===== config.mk =====
export PLATFORM = sky130hd
export DESIGN_NAME = score_calc
export DESIGN_NICKNAME = d
export VERILOG_FILES = /design/src/rtl/score_calc.sv
export SDC_FILE = /design/constraint.sdc
export NUM_CORES = 1
export LEC_CHECK = 0
export CAP_MARGIN = 10
export CORE_MARGIN = 2
export CORE_UTILIZATION = 49
export DETAILED_ROUTE_END_ITERATION = 12
export DONT_BUFFER_PORTS = 1
export HOLD_SLACK_MARGIN = 0.03
export PLACE_DENSITY = 0.76
export SLEW_MARGIN = 30
export SYNTH_ARGS = -nofsm -noshare
export SYNTH_HDL_FRONTEND = slang
export SYNTH_SLANG_ARGS = --single-unit

===== constraint.sdc =====
create_clock -name clk_100mhz -period 2.9 [get_ports clk_100mhz]
set_clock_uncertainty 0.15 [all_clocks]
set_input_delay 0.29 -clock clk_100mhz [delete_from_list [all_inputs] [get_ports clk_100mhz]]
set_output_delay 0.29 -clock clk_100mhz [all_outputs]
set_load 0.01 [all_outputs]

===== src/rtl/score_calc.sv =====
// Reaction-game scoring: synchronizes buttons/start, times the response window per lit LED,
// and keeps score and round count. Define SCORE_CALC_PENALTY_EN to make a miss cost one point.
module score_calc #(
    parameter int WINDOW_CYCLES = 50000000,
    parameter int ROUNDS        = 10
) (
    input  logic       clk_100mhz,
    input  logic       rst_n,
    input  logic [7:0] led_in,
    input  logic [7:0] btn_in,
    input  logic       start_in,
    output logic       clear_out,
    output logic [7:0] score,
    output logic [3:0] rounds,
    output logic       hit_pulse,
    output logic       miss_pulse,
    output logic       game_over
);

    typedef enum logic [2:0] {
        IDLE,
        WAIT_LED,
        ARMED,
        RESOLVE,
        WAIT_OFF,
        DONE
    } state_t;

    localparam logic [25:0] WIN_LAST = 26'(WINDOW_CYCLES - 1);
    localparam logic [3:0]  ROUNDS_W = 4'(ROUNDS);

    function automatic logic [7:0] sat_inc(input logic [7:0] v);
        return (v == 8'hFF) ? v : v + 8'd1;
    endfunction

    function automatic logic [7:0] sat_dec(input logic [7:0] v);
        return (v == 8'h00) ? v : v - 8'd1;
    endfunction

    state_t      state_q, state_d;
    logic [25:0] cnt_q, cnt_d;
    logic [7:0]  score_q, score_d;
    logic [3:0]  rounds_q, rounds_d;
    logic        clear_q, clear_d;
    logic        hit_q, hit_d;
    logic        miss_q, miss_d;
    logic        over_q, over_d;

    logic [7:0]  btn_s1_q, btn_s2_q, btn_prev_q;
    logic        st_s1_q, st_s2_q, st_prev_q;

    logic [7:0]  btn_edge;
    logic        start_edge;
    logic        edge_is_hit;
    logic        resolve_en;
    logic        resolve_hit;

    assign btn_edge    = btn_s2_q & ~btn_prev_q;
    assign start_edge  = st_s2_q & ~st_prev_q;
    // Hit needs at least one correct button and no wrong one pressed in the same cycle.
    assign edge_is_hit = (|(btn_edge & led_in)) && !(|(btn_edge & ~led_in));

    always_comb begin
        state_d     = state_q;
        cnt_d       = cnt_q;
        score_d     = score_q;
        rounds_d    = rounds_q;
        clear_d     = 1'b0;
        hit_d       = 1'b0;
        miss_d      = 1'b0;
        over_d      = over_q;
        resolve_en  = 1'b0;
        resolve_hit = 1'b0;

        case (state_q)
            IDLE, DONE: begin
                if (start_edge) begin
                    score_d  = 8'd0;
                    rounds_d = 4'd0;
                    over_d   = 1'b0;
                    clear_d  = 1'b1;
                    state_d  = WAIT_LED;
                end
            end
            WAIT_LED: begin
                if (led_in != 8'd0) begin
                    cnt_d   = 26'd0;
                    state_d = ARMED;
                end
            end
            ARMED: begin
                // A button edge beats both the timeout and an LED dropping in the same cycle.
                if (btn_edge != 8'd0) begin
                    resolve_en  = 1'b1;
                    resolve_hit = edge_is_hit;
                end else if (led_in == 8'd0 || cnt_q == WIN_LAST) begin
                    resolve_en  = 1'b1;
                end else begin
                    cnt_d = cnt_q + 26'd1;
                end
            end
            RESOLVE: begin
                state_d = WAIT_OFF;
            end
            WAIT_OFF: begin
                if (led_in == 8'd0) begin
                    if (rounds_q == ROUNDS_W) begin
                        over_d  = 1'b1;
                        state_d = DONE;
                    end else begin
                        state_d = WAIT_LED;
                    end
                end
            end
            default: state_d = IDLE;
        endcase

        // Strobes are registered on entry so they are visible during the RESOLVE cycle.
        if (resolve_en) begin
            state_d  = RESOLVE;
            clear_d  = 1'b1;
            hit_d    = resolve_hit;
            miss_d   = !resolve_hit;
            rounds_d = rounds_q + 4'd1;
            if (resolve_hit) begin
                score_d = sat_inc(score_q);
            end else begin
`ifdef SCORE_CALC_PENALTY_EN
                score_d = sat_dec(score_q);
`else
                score_d = score_q;
`endif
            end
        end
    end

    always_ff @(posedge clk_100mhz or negedge rst_n) begin
        if (!rst_n) begin
            state_q    <= IDLE;
            cnt_q      <= 26'd0;
            score_q    <= 8'd0;
            rounds_q   <= 4'd0;
            clear_q    <= 1'b0;
            hit_q      <= 1'b0;
            miss_q     <= 1'b0;
            over_q     <= 1'b0;
            btn_s1_q   <= 8'd0;
            btn_s2_q   <= 8'd0;
            btn_prev_q <= 8'd0;
            st_s1_q    <= 1'b0;
            st_s2_q    <= 1'b0;
            st_prev_q  <= 1'b0;
        end else begin
            state_q    <= state_d;
            cnt_q      <= cnt_d;
            score_q    <= score_d;
            rounds_q   <= rounds_d;
            clear_q    <= clear_d;
            hit_q      <= hit_d;
            miss_q     <= miss_d;
            over_q     <= over_d;
            btn_s1_q   <= btn_in;
            btn_s2_q   <= btn_s1_q;
            btn_prev_q <= btn_s2_q;
            st_s1_q    <= start_in;
            st_s2_q    <= st_s1_q;
            st_prev_q  <= st_s2_q;
        end
    end

    assign clear_out  = clear_q;
    assign score      = score_q;
    assign rounds     = rounds_q;
    assign hit_pulse  = hit_q;
    assign miss_pulse = miss_q;
    assign game_over  = over_q;

endmodule


==> results.ini <==
[layout]
syn2layout_area_growth_pct=11.1
drive_gt1_share_pct=12.8
antenna_cells=0
multi_input_area_um2=1420
fillerInstances=551
final_area_um2=3680
instances_no_fill=406
final_nets=348
seqCellArea_um2=1800

[worst_setup_path]
cp.arrival_ns=2.69
crit_type=reg -> reg
path_max_fanout=11
cp-start-kind=flop
critPathCaptureType=flop
required_ns=3.03

[synthesis]
syn_area_per_cell_um2=10.8
synth_top_family_by_area=simple AND/OR/NAND/NOR gates
yosysSeqAreaShare_pct=54.4
synth_top_flop_cell=dfrtp_1
synth-simple-area-share_pct=24.8
synth_area_um2=3310
synth_compound_area_share_pct=13.2
yosysUniqueCellTypes=52
synth_nets=331
synth_edf_count=0
synth_xor_area_share_pct=1.32
yosys_warnings=0
synthCells=308
async_flop_share_pct=100
synthAdderAreaFrac_pct=1.51
yosys-mux-area-fraction_pct=2.11
synth-seq-cells=72

[sta]
slew_violations=0
fin_crit_sh_pct=88.3
fin_crit_ns=2.56
slew_headroom_pct=46.7
finalSetupTns_ns=0
worst_pin_slew_ns=0.794
max_freq_ghz=0.391
hold_viol_final=0
rsz0062_at_grt=no
setup_viol=0

[pwr]
power.ir.vdd_worst_mv=0.451
p_leak_uw=0.00155
power_density_nw_per_um2=679
total_power_uw=2500

[grt]
grt_pass1_vias=2404
busiest_layer=met2
grt_util_met2_pct=30.0
antenna_found_initial=0
grt_max_degree=73
grtUsageMet1_pct=24.5
grtUsageMet3_pct=6.57
grt_pass1_wl_um=11100
overflow=0
grt_usage_pct=19.1

[die]
pin_count=35
coreArea_um2=6460
design.die.area_um2=7440
fp-row-count=29
start_util_pct=51.3
die_h_um=86.2
fp.dieW_um=86.2

[cts]
clk_latency_ns=0.34
post_cts_buffers=0
post_cts_resized=0
htree_levels=3
root_buffer=clkbuf_8
clockBufferDepth=2
clkTransAtPathRegs_ns=0.07
cts_buffers=9
cts_tree=yes
cts.sink_count=72

[place]
place_inst=380
gp_congestion=0.801
port_buffers=0
hpwl_um=4340
placed_area_um2=3370

[detailed_routing]
routed_via_density=5.94
first_pass_iters=4
via_count=2413
avgRoutedWirePerCell_um=15.7
routed_wl_um=6390
route.antenna.remaining_nets=0
first_iter_violations=140
drc=0

[worst_hold_path]
hp-class=reg -> reg

[run_status]
outcome=completed

[job]
maxCapViolations=0

-- metal layers --
layer,share of wire (%),wire length (µm),up-vias
met5,0,0,-
met3,5.1,325,9
met1,45,2850,1197
li1,-,-,1168
met2,49,3140,39
met4,1.3,82,0
-- cell families after synthesis --
group / count (synthesis)
adder cells (fa/ha/maj): 4
AO/OA/AOI/OAI: 66
flip-flops: 72
XOR/XNOR: 5
buffers and inverters: 14
AND/OR/NAND/NOR: 140
multiplexers: 7
-- stage by stage --
step / hold slack (ns) / setup WS (ns) / util, %
2_1_floorplan: -0.156 / 0.606 / -
3_3_place_gp: -0.154 / 0.452 / 52.2
3_5_place_dp: -0.154 / 0.373 / 52.2
4_1_cts: 0.203 / 0.349 / 57.0
5_1_grt: 0.210 / 0.138 / 57.0
6_report: 0.200 / 0.340 / 57.0
-- Yosys cell counts (7+ instances only) --
master | number | area [µm²]
a21oi_1 | 15 | 75.1
dfrtp_1 | 72 | 1800
mux2i_1 | 7 | 70.1
nand2_1 | 31 | 116
nand2b_1 | 10 | 62.6
nand3_1 | 16 | 80.1
nand4_1 | 15 | 93.8
nor2_1 | 17 | 63.8
o21ai_0 | 21 | 105
o31ai_1 | 8 | 60.1
or3_1 | 9 | 56.3
or4_1 | 7 | 52.6
-- timing repair --
item / CTS / global route
setup endpoints to repair: 0 / 0
hold endpoints to repair: 81 / 0
hold buffers: 11 / 0
-- final timing paths --
check | start | to | slack (ns) | cells after the start
worst max-delay path | cnt_q[0]$_DFFE_PN0P_ | cnt_q[22]$_DFFE_PN0P_ | 0.34 | 7
worst min-delay path | btn_s1_q[1]$_DFF_PN0_ | btn_s2_q[1]$_DFF_PN0_ | 0.20 | 0
worst max register to register | cnt_q[0]$_DFFE_PN0P_ | cnt_q[22]$_DFFE_PN0P_ | 0.34 | 7
worst min register to register | btn_s1_q[1]$_DFF_PN0_ | btn_s2_q[1]$_DFF_PN0_ | 0.20 | 0
max in group asynchronous | rst_n | hit_pulse$_DFF_PN0_ | 1.95 | 2
min in group asynchronous | rst_n | cnt_q[24]$_DFFE_PN0P_ | 0.35 | 2
-- cells in the final DEF (no fill, tap or decap), types with 10 or more instances in the layout --
cell type,count
dlygate4sd3_1,10
nand2b_1,10
o21ai_0,21
nand2_1,31
dfrtp_1,72
a21oi_1,15
nor2_1,17
nand4_1,15
nand3_1,16
-- worst max-delay path: stages, from the launching register on --
cell and delay (ns):
dfrtp_1 0.43, ha_1 0.27, nand3_1 0.22, nor2_1 0.12, a41oi_4 0.32, nand4_2 0.31
or3_2 0.56, a21oi_2 0.14
-- sequential cells by signal (all words and copies together) (netlist names) --
register,cells
clear_out,1
st_prev_q,1
miss_pulse,1
btn_s2_q,8
cnt_q,26
game_over,1
hit_pulse,1
st_s2_q,1
rounds,4
state_q,3
st_s1_q,1
btn_s1_q,8
btn_prev_q,8
score,8
-- power breakdown --
group / total [µW] / switching (µW) / internal [µW]
combinational: 527 / 340 / 187
sequential: 1230 / 130 / 1100
clock: 749 / 360 / 389
total: 2500 / 830 / 1670
-- final cells by class --
cell class | instances | area share, %
flip-flops and latches | 72 | 48.9
multi-input cells | 222 | 38.7
repair buffers | 15 | 4.28
clock buffers | 9 | 3.36
well taps | 77 | 2.62
clock inverters | 6 | 1.66
inverters | 5 | 0.510
Power figures use the tool's default switching activity.
